[config.mk]
export PLATFORM = sky130hd
export DESIGN_NAME = mc_ctrl
export DESIGN_NICKNAME = d
export VERILOG_FILES = /design/src/rtl/mips_pkg.sv /design/src/rtl/mc_decode.sv /design/src/rtl/mc_ctrl.sv
export SDC_FILE = /design/constraint.sdc
export NUM_CORES = 1
export LEC_CHECK = 0
export ABC_AREA = 1
export CORE_MARGIN = 2
export CORE_UTILIZATION = 37
export DETAILED_ROUTE_END_ITERATION = 10
export HOLD_SLACK_MARGIN = 0.06
export PLACE_DENSITY = 0.75
export REMOVE_ABC_BUFFERS = 1
export SLEW_MARGIN = 10
export SYNTH_ARGS = -nofsm -noshare
export SYNTH_HDL_FRONTEND = slang
export SYNTH_HIERARCHICAL = 1
export SYNTH_SLANG_ARGS = --single-unit
[constraint.sdc]
create_clock -name clk -period 1.4 [get_ports clk]
set_clock_uncertainty 0.2 [all_clocks]
set_input_delay 0.21 -clock clk [delete_from_list [all_inputs] [get_ports clk]]
set_output_delay 0.21 -clock clk [all_outputs]
set_load 0.01 [all_outputs]
[src/rtl/mips_pkg.sv]
`default_nettype none
// ============================================================================
//  Module      : mips_pkg
//  Description : Shared encodings for the multi-cycle MIPS32 control path:
//                ALU operation codes, opcode/funct values, next-PC select
//                codes, controller states and decoded instruction classes.
//  Revision    : 1.0  initial release
// ============================================================================
package mips_pkg;

  // ALU operation codes driven on alu_op
  localparam logic [3:0] ALU_NOP = 4'd0;
  localparam logic [3:0] ALU_ADD = 4'd1;
  localparam logic [3:0] ALU_SUB = 4'd2;
  localparam logic [3:0] ALU_AND = 4'd3;
  localparam logic [3:0] ALU_OR  = 4'd4;
  localparam logic [3:0] ALU_SLT = 4'd5;
  localparam logic [3:0] ALU_SLL = 4'd6;
  localparam logic [3:0] ALU_LUI = 4'd7;

  // Primary opcodes (IR[31:26])
  localparam logic [5:0] OP_RTYPE = 6'b000000;
  localparam logic [5:0] OP_J     = 6'b000010;
  localparam logic [5:0] OP_BEQ   = 6'b000100;
  localparam logic [5:0] OP_ADDIU = 6'b001001;
  localparam logic [5:0] OP_ORI   = 6'b001101;
  localparam logic [5:0] OP_LUI   = 6'b001111;
  localparam logic [5:0] OP_LW    = 6'b100011;
  localparam logic [5:0] OP_SW    = 6'b101011;

  // R-type function codes (IR[5:0])
  localparam logic [5:0] FN_SLL  = 6'b000000;
  localparam logic [5:0] FN_ADD  = 6'b100000;
  localparam logic [5:0] FN_ADDU = 6'b100001;
  localparam logic [5:0] FN_SUBU = 6'b100011;
  localparam logic [5:0] FN_AND  = 6'b100100;
  localparam logic [5:0] FN_OR   = 6'b100101;
  localparam logic [5:0] FN_SLT  = 6'b101010;

  // Next-PC select codes
  localparam logic [1:0] NPC_PC4    = 2'd0;
  localparam logic [1:0] NPC_BRANCH = 2'd1;
  localparam logic [1:0] NPC_JUMP   = 2'd2;

  // Controller states
  typedef enum logic [2:0] {
    S_INIT = 3'd0,
    S_IF   = 3'd1,
    S_ID   = 3'd2,
    S_EXE  = 3'd3,
    S_MEM  = 3'd4,
    S_WB   = 3'd5
  } state_t;

  // Decoded instruction classes
  typedef enum logic [3:0] {
    CLS_RTYPE   = 4'd0,
    CLS_ADDIU   = 4'd1,
    CLS_ORI     = 4'd2,
    CLS_LUI     = 4'd3,
    CLS_LW      = 4'd4,
    CLS_SW      = 4'd5,
    CLS_BEQ     = 4'd6,
    CLS_J       = 4'd7,
    CLS_ILLEGAL = 4'd8
  } instr_cls_t;

endpackage
`default_nettype wire

[src/rtl/mc_decode.sv]
`default_nettype none
// ============================================================================
//  Module      : mc_decode
//  Description : Combinational instruction decoder. Maps op/funct to an
//                instruction class plus the EXE-phase ALU controls.
//  Ports       : op, funct      - IR opcode and function fields
//                cls            - decoded instruction class
//                alu_op         - ALU operation used from EXE onward
//                alu_src_b      - 1 selects the extended immediate
//                ext_op         - 1 sign-extends the immediate
//                illegal        - encoding is not supported
//  Revision    : 1.0  initial release
// ============================================================================
module mc_decode
  import mips_pkg::*;
(
  input  logic [5:0]  op,
  input  logic [5:0]  funct,
  output instr_cls_t  cls,
  output logic [3:0]  alu_op,
  output logic        alu_src_b,
  output logic        ext_op,
  output logic        illegal
);

  always_comb begin
    cls       = CLS_ILLEGAL;
    alu_op    = ALU_NOP;
    alu_src_b = 1'b0;
    ext_op    = 1'b0;
    case (op)
      OP_RTYPE: begin
        cls = CLS_RTYPE;
        case (funct)
          FN_ADD, FN_ADDU: alu_op = ALU_ADD;
          FN_SUBU:         alu_op = ALU_SUB;
          FN_AND:          alu_op = ALU_AND;
          FN_OR:           alu_op = ALU_OR;
          FN_SLT:          alu_op = ALU_SLT;
          FN_SLL:          alu_op = ALU_SLL;
          default:         cls    = CLS_ILLEGAL;
        endcase
      end
      OP_ADDIU: begin
        cls = CLS_ADDIU; alu_op = ALU_ADD; alu_src_b = 1'b1; ext_op = 1'b1;
      end
      OP_ORI: begin
        cls = CLS_ORI; alu_op = ALU_OR; alu_src_b = 1'b1;
      end
      OP_LUI: begin
        cls = CLS_LUI; alu_op = ALU_LUI; alu_src_b = 1'b1;
      end
      OP_LW: begin
        cls = CLS_LW; alu_op = ALU_ADD; alu_src_b = 1'b1; ext_op = 1'b1;
      end
      OP_SW: begin
        cls = CLS_SW; alu_op = ALU_ADD; alu_src_b = 1'b1; ext_op = 1'b1;
      end
      OP_BEQ: begin
        cls = CLS_BEQ; alu_op = ALU_SUB;
      end
      OP_J: begin
        cls = CLS_J;
      end
      default: cls = CLS_ILLEGAL;
    endcase
    illegal = (cls == CLS_ILLEGAL);
  end

endmodule
`default_nettype wire

[src/rtl/mc_ctrl.sv]
`default_nettype none
// ============================================================================
//  Module      : mc_ctrl
//  Description : Multi-cycle main controller. Sequences INIT/IF/ID/EXE/MEM/WB
//                and drives every datapath enable and mux select.
//  Ports       : clk, rst (async, active high)
//                op, funct, zero, mem_ready          - status inputs
//                pc_wr, ir_wr, reg_wr, mem_rd, mem_wr - write/access enables
//                alu_op, alu_src_b, ext_op           - ALU controls
//                reg_dst, mem_to_reg, npc_op         - datapath selects
//                illegal, instr_done                 - one-cycle status pulses
//  Revision    : 1.0  initial release
// ============================================================================
module mc_ctrl
  import mips_pkg::*;
(
  input  logic       clk,
  input  logic       rst,
  input  logic [5:0] op,
  input  logic [5:0] funct,
  input  logic       zero,
  input  logic       mem_ready,
  output logic       pc_wr,
  output logic       ir_wr,
  output logic       reg_wr,
  output logic       mem_rd,
  output logic       mem_wr,
  output logic [3:0] alu_op,
  output logic       alu_src_b,
  output logic       ext_op,
  output logic       reg_dst,
  output logic       mem_to_reg,
  output logic [1:0] npc_op,
  output logic       illegal,
  output logic       instr_done
);

  state_t     r_state;
  state_t     w_next_state;
  instr_cls_t w_cls;
  logic [3:0] w_exe_alu_op;
  logic       w_exe_alu_src_b;
  logic       w_exe_ext_op;
  logic       w_dec_illegal;

  mc_decode u_decode (
    .op        (op),
    .funct     (funct),
    .cls       (w_cls),
    .alu_op    (w_exe_alu_op),
    .alu_src_b (w_exe_alu_src_b),
    .ext_op    (w_exe_ext_op),
    .illegal   (w_dec_illegal)
  );

  // The only flop in the controller. Outputs decode straight from it, so an
  // asserted reset silences every enable within the same cycle.
  always_ff @(posedge clk or posedge rst) begin
    if (rst) r_state <= S_INIT;
    else     r_state <= w_next_state;
  end

  always_comb begin
    w_next_state = r_state;
    pc_wr        = 1'b0;
    ir_wr        = 1'b0;
    reg_wr       = 1'b0;
    mem_rd       = 1'b0;
    mem_wr       = 1'b0;
    alu_op       = ALU_NOP;
    alu_src_b    = 1'b0;
    ext_op       = 1'b0;
    reg_dst      = 1'b0;
    mem_to_reg   = 1'b0;
    npc_op       = NPC_PC4;
    illegal      = 1'b0;
    instr_done   = 1'b0;
    case (r_state)
      S_INIT: w_next_state = S_IF;
      S_IF: begin
        mem_rd = 1'b1;
        pc_wr  = mem_ready;
        ir_wr  = mem_ready;
        if (mem_ready) w_next_state = S_ID;
      end
      S_ID: begin
        if (w_dec_illegal) begin
          illegal      = 1'b1;
          w_next_state = S_IF;
        end else if (w_cls == CLS_J) begin
          pc_wr        = 1'b1;
          npc_op       = NPC_JUMP;
          instr_done   = 1'b1;
          w_next_state = S_IF;
        end else begin
          w_next_state = S_EXE;
        end
      end
      S_EXE: begin
        alu_op    = w_exe_alu_op;
        alu_src_b = w_exe_alu_src_b;
        ext_op    = w_exe_ext_op;
        if (w_cls == CLS_BEQ) begin
          pc_wr        = zero;
          npc_op       = NPC_BRANCH;
          instr_done   = 1'b1;
          w_next_state = S_IF;
        end else if (w_cls == CLS_LW || w_cls == CLS_SW) begin
          w_next_state = S_MEM;
        end else begin
          w_next_state = S_WB;
        end
      end
      S_MEM: begin
        // ALU controls are held so the computed address stays stable.
        alu_op    = w_exe_alu_op;
        alu_src_b = w_exe_alu_src_b;
        ext_op    = w_exe_ext_op;
        mem_rd    = (w_cls == CLS_LW);
        mem_wr    = (w_cls == CLS_SW);
        if (mem_ready) begin
          if (w_cls == CLS_SW) begin
            instr_done   = 1'b1;
            w_next_state = S_IF;
          end else begin
            w_next_state = S_WB;
          end
        end
      end
      S_WB: begin
        alu_op       = w_exe_alu_op;
        alu_src_b    = w_exe_alu_src_b;
        ext_op       = w_exe_ext_op;
        reg_wr       = 1'b1;
        instr_done   = 1'b1;
        reg_dst      = (w_cls == CLS_RTYPE);
        mem_to_reg   = (w_cls == CLS_LW);
        w_next_state = S_IF;
      end
      default: w_next_state = S_INIT;
    endcase
  end

endmodule
`default_nettype wire

======== After elaboration in Yosys (flattened, before gate mapping) ========
Index checks and enable logic that the tools add are counted.
cells by class
  multiplexer cells ....................... 37
  equality and inequality tests ........... 25
  reductions and logical operators ........ 12
operators with widths
  kind                  count
  $eq A6 B6 Y1 const B  8
  $pmux W4 S8           1
  $pmux W4 S5           1
  $mux W1               19
  $eq A6 B4 Y1 const B  3
  $pmux W3 S6           1
  $eq A4 B3 Y1 const B  4
  $pmux W3 S5           1
  $logic_not A6 Y1      2
  $mux W3               4
  $mux W2               4
  $mux W4               2
  $reduce_or A7 Y1      1
  $eq A3 B2 Y1 const B  2
  $eq A3 B3 Y1 const B  2
  $eq A6 B2 Y1 const B  1
  $eq A6 B3 Y1 const B  1
  $reduce_or A3 Y1      2
  $reduce_or A5 Y1      1
  $eq A4 B4 Y1 const B  1
  $logic_not A4 Y1      1
  $ne A2 B2 Y1 const B  2
  $pmux W1 S4           1
  $pmux W2 S2           1
  7 further kinds       8
storage, ports and cells
  input port bits ......................... 16
  output and inout bits ................... 17
  logic and storage cells ................. 75
  flip-flop bits (word level) ............. 3

======== Longest topological paths before layout ========
Gate-level depths: netlist of the first run.
  depth after elaboration ................. 9
  depth in mapped cells ................... 13
  depth with buffers taken out ............ 13

======== By module ========
The synthesis of the first run kept the hierarchy.
modules (own cells, without submodules)
  module     area an instance (um^2)  times used  cells an instance  sequential area each (um^2)
  mc_ctrl    421.7                    1           84                 75.1
  mc_decode  329.1                    1           70                 0.0

======== Least setup slack after synthesis of the first run ========
Ideal clock, no wire load.
  kind .................................... input -> output
  start ................................... input funct[3]
  end ..................................... output instr_done
  path slack .............................. -0.381 ns
  required time ........................... 0.990 ns
  buffers on the path ..................... 0
  arrival time ............................ 1.371 ns
  cell stages on the path ................. 11
  path through ............................ nor2_1 -> nand3_1 -> nand2_1 -> nor2_1 -> nand3_1 -> nand2_1 -> nor2_2 -> nand2_1 -> nor2_1 -> nand2_1 -> nand3_1
on the way
  cells in the longest elaborated chain, start to end .. 8
  elaborated cells on any way between the ends .. 20
  those cells by class .................... 10 x eq/ne; 8 x mux; 2 x reduce/logical
ends and longest elaborated chain
  element                                                  line                           text
  from (decl)                                              mc_ctrl.sv:20                  input logic [5:0] funct,
  $eq A6 B6 Y1 / $logic_not A6 Y1 (equally long branches)  mc_decode.sv:34                case (funct)
  $reduce_or A7 Y1 (no source line) (*)                    n/a
  $mux W4 (*)                                              mc_decode.sv:34
  $pmux W4 S8 (*)                                          mc_decode.sv:31                case (op)
  named net w_cls[3]                                       mc_ctrl.sv:40                  instr_cls_t w_cls;
  $eq A4 B3 Y1 (on tied branches)                          mc_ctrl.sv:122, mc_ctrl.sv:90
  $mux W1 (on tied branches)                               mc_ctrl.sv:122, mc_ctrl.sv:90
  $mux W1 (on tied branches)                               mc_ctrl.sv:121, mc_ctrl.sv:87
  $pmux W1 S4 (*)                                          mc_ctrl.sv:78                  case (r_state)
  to (decl)                                                mc_ctrl.sv:35                  output logic instr_done
The timed path passes the listed nets; every way through them passes the cells marked *.

======== Worst setup path in the final report of the first run ========
  start ................................... input op[5]
  end ..................................... output npc_op[0]
on the way
  cells in the longest elaborated chain, start to end .. 5
  elaborated cells on any way between the ends .. 14
  those cells by class .................... 9 x eq/ne; 4 x mux; 1 x reduce/logical
ends and longest elaborated chain
  element                                              line                             text
  from (decl)                                          mc_ctrl.sv:19                    input logic [5:0] op,
  $eq A6 B2 Y1 (tied with other cells)                 mc_decode.sv:31
  $pmux W4 S8 (*)                                      mc_decode.sv:31
  named net w_cls[1]                                   mc_ctrl.sv:40
  $eq A4 B3 Y1 / $eq A4 B4 Y1 (equally long branches)  mc_ctrl.sv:103, mc_decode.sv:67
  $mux W1 / $mux W2 (equally long branches)            mc_ctrl.sv:103, mc_ctrl.sv:87
  $pmux W2 S2 (*)                                      mc_ctrl.sv:78
  to (decl)                                            mc_ctrl.sv:33                    output logic [1:0] npc_op,
Marked as above.

==> summary.txt, run 1 <==
Min path
  • Worst hold stages: 4
  • Hold Crit Class: reg2reg

STA
  • Final setup fails: 19
  • F_max: 0.4840 GHz
  • Final period util: 147.6%
  • Count of pins over their slew limit: 0
  • Setup TNS: -8.139 ns
  • Post-route setup slack: -0.6661 ns
  • Final hold vios: 0
  • Clock period minus worst slack: 2.066 ns
  • RSZ-0062 raised after global routing: true

Cells and area
  • Top flop regs: r_state (3)
  • FILL cells: 121
  • Layout cells sized above 1: 61.47%
  • Area growth, synth to finish: 120.0%
  • # nets final: 248
  • N_diodes: 0
  • Post-Layout Cell Count: 258
  • Reg with most FFs: r_state
  • Max reg flops: 3

Clock tree
  • Clk pin slew, worst setup/hold paths: 0.04 ns
  • Htree depth: 1
  • CTS tree: yes
  • Clk sink count: 3
  • CTS root buf: clkbuf_4
  • Total CTS buffers: 3
  • Clk Latency, worst-skew pair: 0.24 ns
  • CTS Buffer Depth: 2

Synth
  • Register area share after synthesis: 10.00%
  • Cells after Synth: 154
  • Synth Cell Area: 750.7 µm²
  • Synthesized area per cell: 4.875 µm²
  • Yosys warns: 6
  • Adder-cell share of the synthesized area: 0%
  • Synth Area in Compound Gates: 4.667%
  • Mux share of post-synthesis cell area: 0%
  • Main combinational cell family by area after synthesis: simple AND/OR/NAND/NOR gates
  • Synth cell types: 19
  • Xor/xnor share of the synthesized area: 0%
  • Synth Area in Simple Gates: 65.33%
  • #FFs+latches synth: 3

Setup path
  • Critical path startpoint category: primary input
  • WP data required: 0.99 ns
  • Worst-case reg-to-reg path depth: 8
  • Critical path origin: op[5]
  • CP Max Fanout: 6
  • Flop2flop setup slack: -0.11 ns
  • Arr. time, crit path: 1.66 ns
  • Setup CP Type: in2out
  • Crit end category: primary output
  • End point of the critical path: npc_op[0]
  • RR Startpoint: r_state[1]
  • RR Endpoint: r_state[0]

Placement
  • Number of port buffers: 31
  • Dpl ws: -1.422 ns
  • Inst Count DP: 231
  • DP Wirelength: 1852 µm
  • RD Place Congestion: 0.8892

Power and ir drop
  • Pint: 0.8274 mW
  • Leak: 0.8896 nW
  • Pwr/cell area: 967.1 mW/mm²
  • Total power: 1.597 mW
  • Sequential power share: 11.3%
  • Switching share of total power: 48.20%
  • Net Sw Power: 0.7698 mW
  • Clock power frac: 10.0%
  • Peak supply drop: 0.001265 V
  • Combinational share of power: 78.7%

Die
  • # IOs: 33
  • Core area: 0.001942 mm²
  • Cell row count: 16
  • DIE HEIGHT: 49.05 µm
  • Die width: 49.05 µm
  • Initial Utilization: 38.66%
  • Die area: 0.002405 mm²

Run status
  • Status: complete, but fails checks
  • Failing checks: negative setup slack

Global route
  • Vias in the first global route: 1191
  • Overflow after GRT: 0
  • Initial antenna violation count: 0
  • Largest net degree at the start of global routing: 8
  • First-pass GRT wire length: 5140 µm
  • Total GRT Usage: 26.92%

Routing
  • WL/cell: 15.75 µm
  • Routed WL: 4064 µm
  • Drt first pass iters: 4
  • Initial DRC count: 53
  • DRC viols: 0
  • ANT nets after route: 0
  • Via Count: 1375
  • Vias/cell: 5.329

Job
  • Max-cap viol count: 0
-- worst max-delay path, stage by stage --
cell	delay, ns
buf_8	0.10
nor2_4	0.17
nand4_1	0.27
nand2_2	0.23
inv_1	0.11
nor2_1	0.13
nand2_1	0.13
nor3_2	0.13
buf_2	0.16
-- metrics by stage --
step / util (%) / cell area (µm²) / hold WS [ns]
after global routing: 85.05 / 1652 / 0.5400
final: 85.05 / 1652 / 0.5162
after global placement: 63.53 / 1234 / 0.1809
after CTS: 75.19 / 1460 / 0.4707
after detailed placement: 63.53 / 1234 / 0.1912
after floorplan: - / 732.0 / -0.2364
-- cells by family after synthesis --
| kind of cell | count (synthesis) |
|---|---|
| AOI/OAI and AO/OA | 7 |
| buffers and inverters | 36 |
| DFF | 3 |
| other | 1 |
| and+or+nand+nor | 107 |
-- cell usage in the layout, fill, tap and decap left out, drive strengths merged --
cell type / synthesis / layout
a21oi: 3 / 3
buf: 2 / 71
clkbuf: 0 / 4
clkdlybuf4s50: 0 / 3
conb: 1 / 1
dfrtp: 3 / 3
dlygate4sd3: 0 / 1
inv: 34 / 34
nand2: 42 / 42
nand3: 22 / 22
nand3b: 1 / 1
nand4: 6 / 6
nor2: 33 / 33
nor3: 2 / 2
nor4: 1 / 1
o21ai: 4 / 4
-- power by group through the flow --
stage / clock [mW] / combinational (mW) / sequential [mW]
6_report: 0.160 / 1.26 / 0.181
5_1_grt: 0.174 / 1.33 / 0.187
4_1_cts: 0.150 / 1.00 / 0.160
3_5_place_dp: 0 / 0.736 / 0.177
3_3_place_gp: 0 / 0.726 / 0.171
2_1_floorplan: 0 / 0.356 / 0.169
-- worst min-delay path by stage --
stage                     from         end  slack, ns
floorplan                  rst  r_state[0]      -0.24
CTS                 r_state[0]  r_state[1]       0.47
finish              r_state[0]  r_state[1]       0.52
global placement           rst  r_state[1]       0.18
detailed placement         rst  r_state[1]       0.19
global route               rst  r_state[1]       0.54
-- routing by layer --
| layer | share of wire [%] | vias up | global-route usage, % |
|---|---|---|---|
| met3 | 6.6 | 17 | 5.828 |
| met1 | 37 | 641 | 30.02 |
| met5 | 0 | - | 0 |
| li1 | - | 633 | - |
| met4 | 4.0 | 0 | 5.714 |
| met2 | 52 | 84 | 51.60 |
-- Yosys cell counts --
cell type | count | area, µm²
buf_6 | 1 | 11.26
dfrtp_1 | 3 | 75.07
nor4_1 | 1 | 6.260
a21oi_1 | 3 | 15.01
nand3_2 | 1 | 10.01
nand3b_1 | 1 | 7.510
nor2_1 | 27 | 101.4
o21ai_0 | 4 | 20.02
nand4_1 | 6 | 37.54
nand3_1 | 21 | 105.1
inv_2 | 2 | 7.510
conb_1 | 1 | 3.750
inv_1 | 32 | 120.1
nand2_1 | 41 | 153.9
nor2_4 | 3 | 33.78
nand2_2 | 1 | 6.260
buf_4 | 1 | 7.510
nor2_2 | 3 | 18.77
nor3_1 | 2 | 10.01
-- area by class of cell --
| class | instances | area, µm² | area share (%) |
|---|---|---|---|
| clock buffers | 4 | 26.28 | 1.591 |
| inverters | 34 | 132.6 | 8.030 |
| multi-input cells | 115 | 793.3 | 48.03 |
| flip-flops and latches | 3 | 77.57 | 4.697 |
| well taps | 27 | 33.78 | 2.045 |
| repair buffers | 75 | 588.1 | 35.61 |
-- what timing repair did --
item | in CTS | in global routing
setup endpoints to repair | 19 | 19
hold buffers | 1 | 0
pin swaps | 37 | 23
endpoints found under the hold margin | 3 | 0
gates cloned | 0 | 0
setup buffers | 14 | 9
resized for setup | 178 | 40
Note: power is estimated with default switching activity, not from simulation.
==> run 2, diff against run 1 <==
--- a/config.mk
+++ b/config.mk
@@ -9,6 +9,7 @@
 export CORE_MARGIN = 2
 export CORE_UTILIZATION = 37
 export DETAILED_ROUTE_END_ITERATION = 10
+export GPL_TIMING_DRIVEN = 0
 export HOLD_SLACK_MARGIN = 0.06
 export PLACE_DENSITY = 0.75
 export REMOVE_ABC_BUFFERS = 1
==> summary.txt, run 2 (synthesized netlist as in run 1, its figures left out) <==
Routing
  • Vias/cell: 5.143 (-3.5%)
  • DRC viols: 0 (unchanged)
  • Drt first pass iters: 4 (unchanged)
  • Initial DRC count: 65 (+23%)
  • ANT nets after route: 0 (unchanged)
  • WL/cell: 14.12 µm (-10%)
  • Via Count: 1255 (-8.7%)
  • Routed WL: 3445 µm (-15%)

STA
  • Post-route setup slack: -0.7128 ns (-0.04669 ns)
  • Final period util: 150.9% (+3.3 points)
  • Clock period minus worst slack: 2.113 ns (+0.04669 ns)
  • RSZ-0062 raised after global routing: true
  • Count of pins over their slew limit: 0 (unchanged)
  • Final hold vios: 0 (unchanged)
  • F_max: 0.4733 GHz (-2.2%)
  • Final setup fails: 19 (unchanged)

Die
  • Cell row count: 16 (unchanged)
  • Die area: 0.002405 mm² (unchanged)
  • # IOs: 33 (unchanged)
  • Core area: 0.001942 mm² (unchanged)
  • Die width: 49.05 µm (unchanged)
  • Initial Utilization: 38.66% (unchanged)
  • DIE HEIGHT: 49.05 µm (unchanged)

Placement
  • Number of port buffers: 31 (unchanged)
  • DP Wirelength: 1594 µm (-14%)
  • RD Place Congestion: 0.8625 (-3.0%)
  • Dpl ws: -1.480 ns (-0.05817 ns)

Clock tree
  • CTS tree: yes
  • Clk Latency, worst-skew pair: 0.23 ns (about the same)
  • Clk pin slew, worst setup/hold paths: 0.04 ns (about the same)
  • Clk sink count: 3 (unchanged)
  • CTS Buffer Depth: 2 (unchanged)
  • Total CTS buffers: 3 (unchanged)
  • Htree depth: 1 (unchanged)
  • CTS root buf: clkbuf_4

Run status
  • Status: complete, but fails checks
  • Failing checks: negative setup slack

Global route
  • Initial antenna violation count: 0 (unchanged)
  • Largest net degree at the start of global routing: 8 (unchanged)
  • Overflow after GRT: 0 (unchanged)
  • Total GRT Usage: 26.86% (-0.065 points)
  • First-pass GRT wire length: 5126 µm (-0.27%)
  • Vias in the first global route: 1223 (+2.7%)

Power and ir drop
  • Peak supply drop: 0.001019 V (-19%)
  • Leak: 0.8123 nW (-8.7%)
  • Total power: 1.613 mW (+1.0%)
  • Pwr/cell area: 1073 mW/mm² (+11%)

Cells and area
  • Area growth, synth to finish: 100.3%
  • # nets final: 234 (-5.6%)
  • FILL cells: 129 (+6.6%)
  • Sequential cell area: 76.32 µm² (-1.6%)
  • Layout cells sized above 1: 57.14% (-4.3 points)
  • Commonest non-fill, non-tap cells in the layout: nand2_1, inv_1, buf_2, buf_4, buf_6
  • Reg with most FFs: r_state
  • Max reg flops: 3 (unchanged)
  • Commonest non-fill, non-tap cell in the layout: nand2_1
  • Top flop regs: r_state (3)
  • Area occupied by multi-input gates: 759.5 µm² (-4.3%)
  • N_diodes: 0 (unchanged)

Setup path
  • RR Startpoint: r_state[2]
  • Setup CP Type: in2out
  • RR Endpoint: r_state[0]
  • Critical path startpoint category: primary input
  • CP Max Fanout: 6 (unchanged)
  • Worst-case reg-to-reg path depth: 6 (-2)
  • Crit end category: primary output
  • WP data required: 0.99 ns (about the same)
  • Arr. time, crit path: 1.70 ns (+0.04 ns)
  • Flop2flop setup slack: -0.33 ns (-0.22 ns)

Min path
  • Hold Crit Class: in2async

Job
  • Max-cap viol count: 0 (unchanged)
## run 2: changes by cell type in the layout (fill, tap and decap cells not counted), moves of 2 or more
cell / before / now
buf_4: 34 / 21
nand3_2: 14 / 11
nand3_4: 1 / 3
nor2_2: 7 / 13
nor2_4: 15 / 10
## run 2: cell type report
class	count	share of cell area [%]
Clock buffer	4	1.747
Sequential cell	3	5.075
Multi-Input combinational cell	115	50.50
Timing Repair Buffer	61	31.61
Tap cell	27	2.246
Inverter	34	8.819
## run 2: worst max-delay path by stage
stage / endpoint / slack [ns] / cells past startpoint / startpoint
2_1_floorplan: instr_done / -0.38 / 11 / funct[3]
3_3_place_gp: instr_done / -1.43 / 14 / op[5]
3_5_place_dp: instr_done / -1.48 / 14 / op[3]
4_1_cts: instr_done / -0.59 / 13 / op[4]
5_1_grt: instr_done / -0.79 / 13 / op[5]
6_report: instr_done / -0.71 / 12 / op[5]
## run 2: through the flow
stage / cell area (µm²) / std cells / hold WS [ns] / setup TNS, ns / util (%)
finish: 1504 / 244 / 0.5093 / -8.973 / 77.45
global route: 1504 / 244 / 0.5365 / -10.35 / 77.45
CTS: 1346 / 238 / 0.4374 / -6.638 / 69.33
detailed placement: 1076 / 210 / 0.1876 / -20.11 / 55.41
global placement: 1076 / 210 / 0.1798 / -19.28 / 55.41
floorplan: 732.0 / 152 / -0.2364 / -2.002 / -
## run 2: per-layer routing
layer	track usage, %	vias up	share of wire (%)
met2	47.72	69	48
li1	-	601	-
met3	5.215	33	6.4
met5	0	-	0
met4	15.71	0	7.8
met1	29.46	552	38
## run 2: power breakdown
part	switching (mW)	internal, mW
clock	0.0496	0.107
combinational	0.679	0.602
sequential	0.0499	0.126
## run 2: timing repair
item | CTS | global route
endpoints found under the hold margin | 3 | 0
setup buffers | 23 | 8
endpoints found under the setup margin | 19 | 19
pin swaps | 28 | 16
hold buffers | 1 | 0
resized for setup | 164 | 42
## run 2: critical path: stages
cell     delay, ns
buf_6         0.10
nor2_4        0.18
nand4_1       0.26
nand3_4       0.18
nand2_4       0.07
inv_2         0.07
nand2_2       0.08
nor2_4        0.14
nand3_4       0.10
buf_6         0.15
nand3_2       0.07
buf_6         0.10
